===== src/rtl/write_s_sram_if.sv =====
// -----------------------------------------------------------------------------
// write_s_sram_if
// Bundles the write_s_sram handshake, S RAM read ports and SRAM write bus.
//   write_s_start / block_row / block_col : start request and block position
//   busy / write_s_finish                 : status back to the controlling FSM
//   s_address_a/b, s_read_data_a/b        : S dual-port RAM read ports
//   sram_address / sram_write_data / sram_we_n : external SRAM write bus
// Modports:
//   master : controller + S RAM side (drives start, block indices, S RAM data)
//   slave  : the write_s_sram block
// -----------------------------------------------------------------------------
interface write_s_sram_if;
    logic        write_s_start;
    logic [4:0]  block_row;
    logic [5:0]  block_col;
    logic [6:0]  s_address_a;
    logic [6:0]  s_address_b;
    logic [31:0] s_read_data_a;
    logic [31:0] s_read_data_b;
    logic [17:0] sram_address;
    logic [15:0] sram_write_data;
    logic        sram_we_n;
    logic        busy;
    logic        write_s_finish;

    modport master (
        output write_s_start, block_row, block_col, s_read_data_a, s_read_data_b,
        input  s_address_a, s_address_b, sram_address, sram_write_data, sram_we_n,
               busy, write_s_finish
    );

    modport slave (
        input  write_s_start, block_row, block_col, s_read_data_a, s_read_data_b,
        output s_address_a, s_address_b, sram_address, sram_write_data, sram_we_n,
               busy, write_s_finish
    );
endinterface


===== src/rtl/write_s_sram.sv =====
// -----------------------------------------------------------------------------
// write_s_sram
// Last stage of the per-block IDCT: reads the 8x8 S matrix two entries per
// cycle, scales (arithmetic shift) and clips each entry to an 8-bit pixel,
// packs pixel pairs into 16-bit words and writes the 32 words of the block to
// the Y plane in external SRAM. Pulses write_s_finish for one cycle when done.
// Ports:
//   clock : system clock, rising edge
//   reset : synchronous, active-high
//   bus   : write_s_sram_if.slave (start/indices, S RAM reads, SRAM writes,
//           busy and finish status)
// -----------------------------------------------------------------------------
module write_s_sram #(
    parameter int unsigned SHIFT     = 16,
    parameter int unsigned ROW_WORDS = 160,
    parameter logic [17:0] BASE_ADDR = 18'd0
) (
    input  logic          clock,
    input  logic          reset,
    write_s_sram_if.slave bus
);

    typedef enum logic [1:0] {StIdle, StPrime, StRun, StDone} state_e;

    state_e      r_state;
    state_e      w_state_next;

    logic [4:0]  r_row;
    logic [5:0]  r_col;
    logic [4:0]  r_k;
    logic [6:0]  r_s_addr_a;
    logic [6:0]  r_s_addr_b;
    logic [17:0] r_sram_addr;
    logic [15:0] r_sram_data;
    logic        r_we_n;
    logic        r_busy;
    logic        r_finish;

    logic [4:0]  w_row_next;
    logic [5:0]  w_col_next;
    logic [4:0]  w_k_next;
    logic [6:0]  w_s_addr_a_next;
    logic [6:0]  w_s_addr_b_next;
    logic [17:0] w_sram_addr_next;
    logic [15:0] w_sram_data_next;
    logic        w_we_n_next;
    logic        w_busy_next;
    logic        w_finish_next;

    logic [17:0] w_pix_row;
    logic [17:0] w_word_addr;
    logic [15:0] w_packed;

    // Scale one raw S entry and clip it to an unsigned 8-bit pixel.
    function automatic logic [7:0] pix(input logic [31:0] s);
        logic signed [31:0] v;
        v = $signed(s) >>> SHIFT;
        if (v < 0) begin
            return 8'd0;
        end else if (v > 32'sd255) begin
            return 8'hFF;
        end else begin
            return v[7:0];
        end
    endfunction

    // Word k covers S row k/4, columns 2*(k%4) and 2*(k%4)+1, so the image row
    // is block_row*8 + k[4:2] and the word column is block_col*4 + k[1:0].
    // Both sums are plain concatenations because the low fields never carry.
    assign w_pix_row   = 18'({r_row, r_k[4:2]});
    assign w_word_addr = BASE_ADDR + w_pix_row * 18'(ROW_WORDS) + 18'({r_col, r_k[1:0]});
    assign w_packed    = {pix(bus.s_read_data_a), pix(bus.s_read_data_b)};

    // State register
    always_ff @(posedge clock) begin
        if (reset) begin
            r_state <= StIdle;
        end else begin
            r_state <= w_state_next;
        end
    end

    // Next-state logic
    always_comb begin
        w_state_next = r_state;
        unique case (r_state)
            StIdle:  if (bus.write_s_start) w_state_next = StPrime;
            StPrime: w_state_next = StRun;
            StRun:   if (r_k == 5'd31) w_state_next = StDone;
            StDone:  w_state_next = StIdle;
            default: w_state_next = StIdle;
        endcase
    end

    // Output / datapath next values
    always_comb begin
        w_row_next       = r_row;
        w_col_next       = r_col;
        w_k_next         = r_k;
        w_s_addr_a_next  = r_s_addr_a;
        w_s_addr_b_next  = r_s_addr_b;
        w_sram_addr_next = r_sram_addr;
        w_sram_data_next = r_sram_data;
        w_we_n_next      = 1'b1;
        w_busy_next      = r_busy;
        w_finish_next    = 1'b0;
        unique case (r_state)
            StIdle: begin
                if (bus.write_s_start) begin
                    w_row_next      = bus.block_row;
                    w_col_next      = bus.block_col;
                    w_s_addr_a_next = 7'd0;
                    w_s_addr_b_next = 7'd1;
                    w_k_next        = 5'd0;
                    w_busy_next     = 1'b1;
                end
            end
            StPrime: begin
                // Entries 0/1 are already in flight; queue up 2/3.
                w_s_addr_a_next = 7'd2;
                w_s_addr_b_next = 7'd3;
            end
            StRun: begin
                w_we_n_next      = 1'b0;
                w_sram_data_next = w_packed;
                w_sram_addr_next = w_word_addr;
                if (r_k != 5'd31) begin
                    w_s_addr_a_next = r_s_addr_a + 7'd2;
                    w_s_addr_b_next = r_s_addr_b + 7'd2;
                    w_k_next        = r_k + 5'd1;
                end
            end
            StDone: begin
                w_finish_next = 1'b1;
                w_busy_next   = 1'b0;
            end
            default: ;
        endcase
    end

    // Datapath / output registers
    always_ff @(posedge clock) begin
        if (reset) begin
            r_row       <= 5'd0;
            r_col       <= 6'd0;
            r_k         <= 5'd0;
            r_s_addr_a  <= 7'd0;
            r_s_addr_b  <= 7'd1;
            r_sram_addr <= 18'd0;
            r_sram_data <= 16'd0;
            r_we_n      <= 1'b1;
            r_busy      <= 1'b0;
            r_finish    <= 1'b0;
        end else begin
            r_row       <= w_row_next;
            r_col       <= w_col_next;
            r_k         <= w_k_next;
            r_s_addr_a  <= w_s_addr_a_next;
            r_s_addr_b  <= w_s_addr_b_next;
            r_sram_addr <= w_sram_addr_next;
            r_sram_data <= w_sram_data_next;
            r_we_n      <= w_we_n_next;
            r_busy      <= w_busy_next;
            r_finish    <= w_finish_next;
        end
    end

    assign bus.s_address_a     = r_s_addr_a;
    assign bus.s_address_b     = r_s_addr_b;
    assign bus.sram_address    = r_sram_addr;
    assign bus.sram_write_data = r_sram_data;
    assign bus.sram_we_n       = r_we_n;
    assign bus.busy            = r_busy;
    assign bus.write_s_finish  = r_finish;

endmodule


===== src/flat_wrapper.sv =====
// flat-port wrapper written by rule: the top's interface ports become plain ports
module write_s_sram_flat 
#(
    parameter int unsigned SHIFT     = 16,
    parameter int unsigned ROW_WORDS = 160,
    parameter logic [17:0] BASE_ADDR = 18'd0
)
  (clock, reset, bus_write_s_start, bus_block_row, bus_block_col, bus_s_read_data_a, bus_s_read_data_b, bus_s_address_a, bus_s_address_b, bus_sram_address, bus_sram_write_data, bus_sram_we_n, bus_busy, bus_write_s_finish);
  write_s_sram_if bus_i ();
  input  logic clock;
  input  logic reset;
  input wire logic [$bits(bus_i.write_s_start)-1:0] bus_write_s_start;
  input wire logic [$bits(bus_i.block_row)-1:0] bus_block_row;
  input wire logic [$bits(bus_i.block_col)-1:0] bus_block_col;
  input wire logic [$bits(bus_i.s_read_data_a)-1:0] bus_s_read_data_a;
  input wire logic [$bits(bus_i.s_read_data_b)-1:0] bus_s_read_data_b;
  output wire logic [$bits(bus_i.s_address_a)-1:0] bus_s_address_a;
  output wire logic [$bits(bus_i.s_address_b)-1:0] bus_s_address_b;
  output wire logic [$bits(bus_i.sram_address)-1:0] bus_sram_address;
  output wire logic [$bits(bus_i.sram_write_data)-1:0] bus_sram_write_data;
  output wire logic [$bits(bus_i.sram_we_n)-1:0] bus_sram_we_n;
  output wire logic [$bits(bus_i.busy)-1:0] bus_busy;
  output wire logic [$bits(bus_i.write_s_finish)-1:0] bus_write_s_finish;
  assign bus_i.write_s_start = bus_write_s_start;
  assign bus_i.block_row = bus_block_row;
  assign bus_i.block_col = bus_block_col;
  assign bus_i.s_read_data_a = bus_s_read_data_a;
  assign bus_i.s_read_data_b = bus_s_read_data_b;
  assign bus_s_address_a = bus_i.s_address_a;
  assign bus_s_address_b = bus_i.s_address_b;
  assign bus_sram_address = bus_i.sram_address;
  assign bus_sram_write_data = bus_i.sram_write_data;
  assign bus_sram_we_n = bus_i.sram_we_n;
  assign bus_busy = bus_i.busy;
  assign bus_write_s_finish = bus_i.write_s_finish;
  write_s_sram #(.SHIFT(SHIFT), .ROW_WORDS(ROW_WORDS), .BASE_ADDR(BASE_ADDR)) u_core (.clock(clock), .reset(reset), .bus(bus_i));
endmodule

===== config.mk =====
export PLATFORM = sky130hd
export DESIGN_NAME = write_s_sram_flat
export DESIGN_NICKNAME = d
export VERILOG_FILES = /design/src/rtl/write_s_sram_if.sv /design/src/rtl/write_s_sram.sv /design/src/flat_wrapper.sv
export SDC_FILE = /design/constraint.sdc
export NUM_CORES = 1
export LEC_CHECK = 0
export ABC_CLOCK_PERIOD_IN_PS = 2900
export CORE_ASPECT_RATIO = 1.1
export CORE_MARGIN = 2
export CORE_UTILIZATION = 45
export CTS_BUF_LIST = sky130_fd_sc_hd__clkbuf_16
export CTS_CLUSTER_DIAMETER = 40
export DETAILED_ROUTE_END_ITERATION = 8
export PLACE_DENSITY = 0.81
export SLEW_MARGIN = 15
export SYNTH_ARGS = -nofsm -noshare
export SYNTH_HDL_FRONTEND = slang
export SYNTH_SLANG_ARGS = --single-unit

===== constraint.sdc =====
create_clock -name clock -period 2.9 [get_ports clock]
set_input_delay 0.58 -clock clock [delete_from_list [all_inputs] [get_ports clock]]
set_output_delay 0.58 -clock clock [all_outputs]
set_load 0.005 [all_outputs]

==> results.sh <==
export IMPL_outcome="finished clean"
export IMPL_num_vias=2999
export IMPL_end_kind="flip-flop"
export IMPL_crit_path_max_fanout=5
export IMPL_dr_pass1_iters=4
export IMPL_yosys_warnings=0
export IMPL_n_fill_cell=647
export IMPL_setup_viol_count_final=0
export IMPL_drtIter0Drc=90
export IMPL_fin_cells=575
export IMPL_avgViaCountPerCell=5.216
export IMPL_final_area_sq_mm=0.004702
export IMPL_wl_met1_microns=3315
export IMPL_post_cts_buffers=0
export IMPL_ant_nets=0
export IMPL_drc=0
export IMPL_synth_cell_types=47
export IMPL_fin_tns_setup_ns=0
export IMPL_grt_start_max_net_pins=31
export IMPL_timing_hold_ws_ns=0.4579
export IMPL_cp_num_buf_inv=0
export IMPL_min_period_ns=2.698
export IMPL_overflow=0
export IMPL_route_met2_wl_microns=3922
export IMPL_boundaryPins=129
export IMPL_worst_pin_slew_ns=0.5653
export IMPL_insertion_delay_ns=0.33
export IMPL_dp_cells=560
export IMPL_antenna_found_initial=0
export IMPL_crit_family="adder cells"
export IMPL_powerDensity_mw_per_mm2=723.0
export IMPL_syn_cell_area_sq_mm=0.003445
export IMPL_top_layer="met4"
export IMPL_seq_area_frac_synth=0.3894
export IMPL_ir_worst_vdd_v=0.0003796
export IMPL_path_class="reg2reg"
export IMPL_nets=588
export IMPL_leakagePower_nw=1.868
export IMPL_ff_latch_area_sq_mm=0.001341
export IMPL_max_freq_mhz=370.6
export IMPL_syn_inst=394
export IMPL_start_util=0.4635
export IMPL_totalWireLength_microns=7740
export IMPL_root_buffer="clkbuf_16"
export IMPL_synth_seq_cells=67
export IMPL_num_rows=33
export IMPL_finalPower_mw=3.400
export IMPL_synthFlopType="dfxtp_1"
export IMPL_synthArstFlopShare=0
export IMPL_crit_required_ns=3.13
export IMPL_finClkSkew_ns=0.005890
export IMPL_globalplace_congestion=0.8032
export IMPL_area_growth_pct=36.51
export IMPL_final_common_cell="clkdlybuf4s50_1"
export IMPL_crit_arrival_ns=2.93
export IMPL_critPathSlowestCell="fa_1"
export IMPL_mostFrequentLayoutCells="clkdlybuf4s50_1 (93), dfxtp_1 (67), nor2_1 (60)"
export IMPL_rsz0062_at_grt="false"
export IMPL_grt_pass1_vias=2816
export IMPL_setup_slack_ns=0.2018
export IMPL_die_width_microns=87.42
export IMPL_clock_sinks=67
export IMPL_die_h_microns=95.76
export IMPL_post_route_util=0.6327
export IMPL_synth_top_area_frac=0.3894
export IMPL_grtUsageTotal=0.1868
export IMPL_maxSlewViolCount=0
export IMPL_placed_area_sq_mm=0.004438
export IMPL_cts_tree="yes"
export IMPL_slew_headroom=0.6192
export IMPL_hp_class="reg2reg"
export IMPL_post_drt_wl_per_cell_microns=13.46
export IMPL_core_sq_mm=0.007432
export IMPL_hold_buffers=0
export IMPL_multi_input_area_sq_mm=0.001933
export IMPL_yosys_area_top_type="dfxtp_1"
export IMPL_path_cells="ha_1 > ha_1 > fa_1 > a211oi_2 > nor2_1 > nor4_4 > a311oi_1 > a2111oi_2"
export IMPL_period_share=0.9304
export IMPL_wl_met3_microns=373
export IMPL_htree_levels=3
export IMPL_cts_made_buffers=9
export IMPL_cts_resized=0
export IMPL_dp_slack_ns=0.1306
export IMPL_clkTransAtPathRegs_ns=0.05
export IMPL_hpwlAfterDp_microns=5767
export IMPL_start_kind="flip-flop"
export IMPL_synth_area_top_cells="dfxtp_1 (39%), ha_1 (8.7%), mux2i_1 (7.6%), nor2_1 (6.5%), a21oi_1 (5.1%)"
export IMPL_synth_edf_count=0
export IMPL_grt_pass1_wl_microns=12320
export IMPL_drive_gt1_frac=0.06762
export IMPL_drv_cap=0
export IMPL_critPathMaxStageDelay_ns=0.46
export IMPL_finalHoldViolations=0
export IMPL_clockBufferDepth=2
export IMPL_syn_avg_cell_area_sq_um=8.743
export IMPL_diodes=0
export IMPL_port_buffers=94
export IMPL_dieArea_sq_mm=0.008371
export IMPL_critPathMostFrequentCell="ha_1"
-- path summary, 6_finish.rpt --
kind / from / to / slack, ns / cells after the start
worst max-delay path: u_core.r_k[3] / u_core.bus.sram_address[14] / 0.20 / 8
worst min-delay path: u_core.r_col[1] / u_core.r_col[1] / 0.46 / 2
worst max register to register: u_core.r_k[3] / u_core.bus.sram_address[14] / 0.20 / 8
worst min register to register: u_core.r_col[1] / u_core.r_col[1] / 0.46 / 2
-- cells by family (layout without fill, tap and decap cells) --
family                     after synthesis  after routing  share of synthesized area
other                                    1              2                   0.001089
xor gates and xnor gates                15             15                    0.04032
and+or+nand+nor                        140            140                     0.1998
adders and majority gates               26             26                    0.09880
DFF                                     67             67                     0.3894
muxes                                   26             26                    0.07555
buffers and inverters                   45            138                    0.05267
AOI/OAI and AO/OA                       74             74                     0.1424
-- tightest hold or removal path, delay by kind of cell, from the launching register on --
kind | cells | cell delay [ns]
simple gates | 1 | 0.05
flops | 1 | 0.30
compound gates | 1 | 0.05
-- cells in the mapped netlist, drive strengths merged, types with 3 or more instances --
cell and count:
ha 24, nand4 6, a311oi 3, and3 4, a21o 4, nor4 3
a211oi 10, xor2 11, nor3 8, o21ai 7, xnor2 4, nand3 4
nand2b 6, nor3b 6, inv 25, nand2 33, a21oi 35, nor2b 5
nor2 60, buf 10, clkbuf 10, dfxtp 67, mux2i 26
-- report_power, final --
part,total (mW),internal (mW),switching (mW)
Sequential,1.18,1.08,0.104
Clock,0.940,0.564,0.376
Combinational,1.28,0.619,0.657
Total,3.40,2.26,1.14
-- layout make-up --
cell class                      instances  share of cell area
Clock buffer                            9             0.04790
Clock inverter                          6            0.007185
Inverter                               25             0.01996
Multi-Input combinational cell        283              0.4111
Sequential cell                        67              0.2853
Tap cell                               87             0.02315
Timing Repair Buffer                   98              0.2054
-- per-layer routing --
layer	vias to the layer above	global-route usage
met2	73	0.3359
met5	-	0
met4	0	0.08846
met3	8	0.03431
met1	1396	0.2121
li1	1522	-
-- sequential cells by signal (all words and copies together), names as in the netlist --
signal	cells
u_core.bus.s_address_a	6
u_core.r_row	5
u_core.r_state	2
u_core.bus.busy	1
u_core.bus.write_s_finish	1
u_core.bus.sram_address	17
u_core.bus.sram_write_data	16
u_core.bus.sram_we_n	1
u_core.bus.s_address_b	7
u_core.r_k	5
u_core.r_col	6
(Power assumes the default switching activity.)
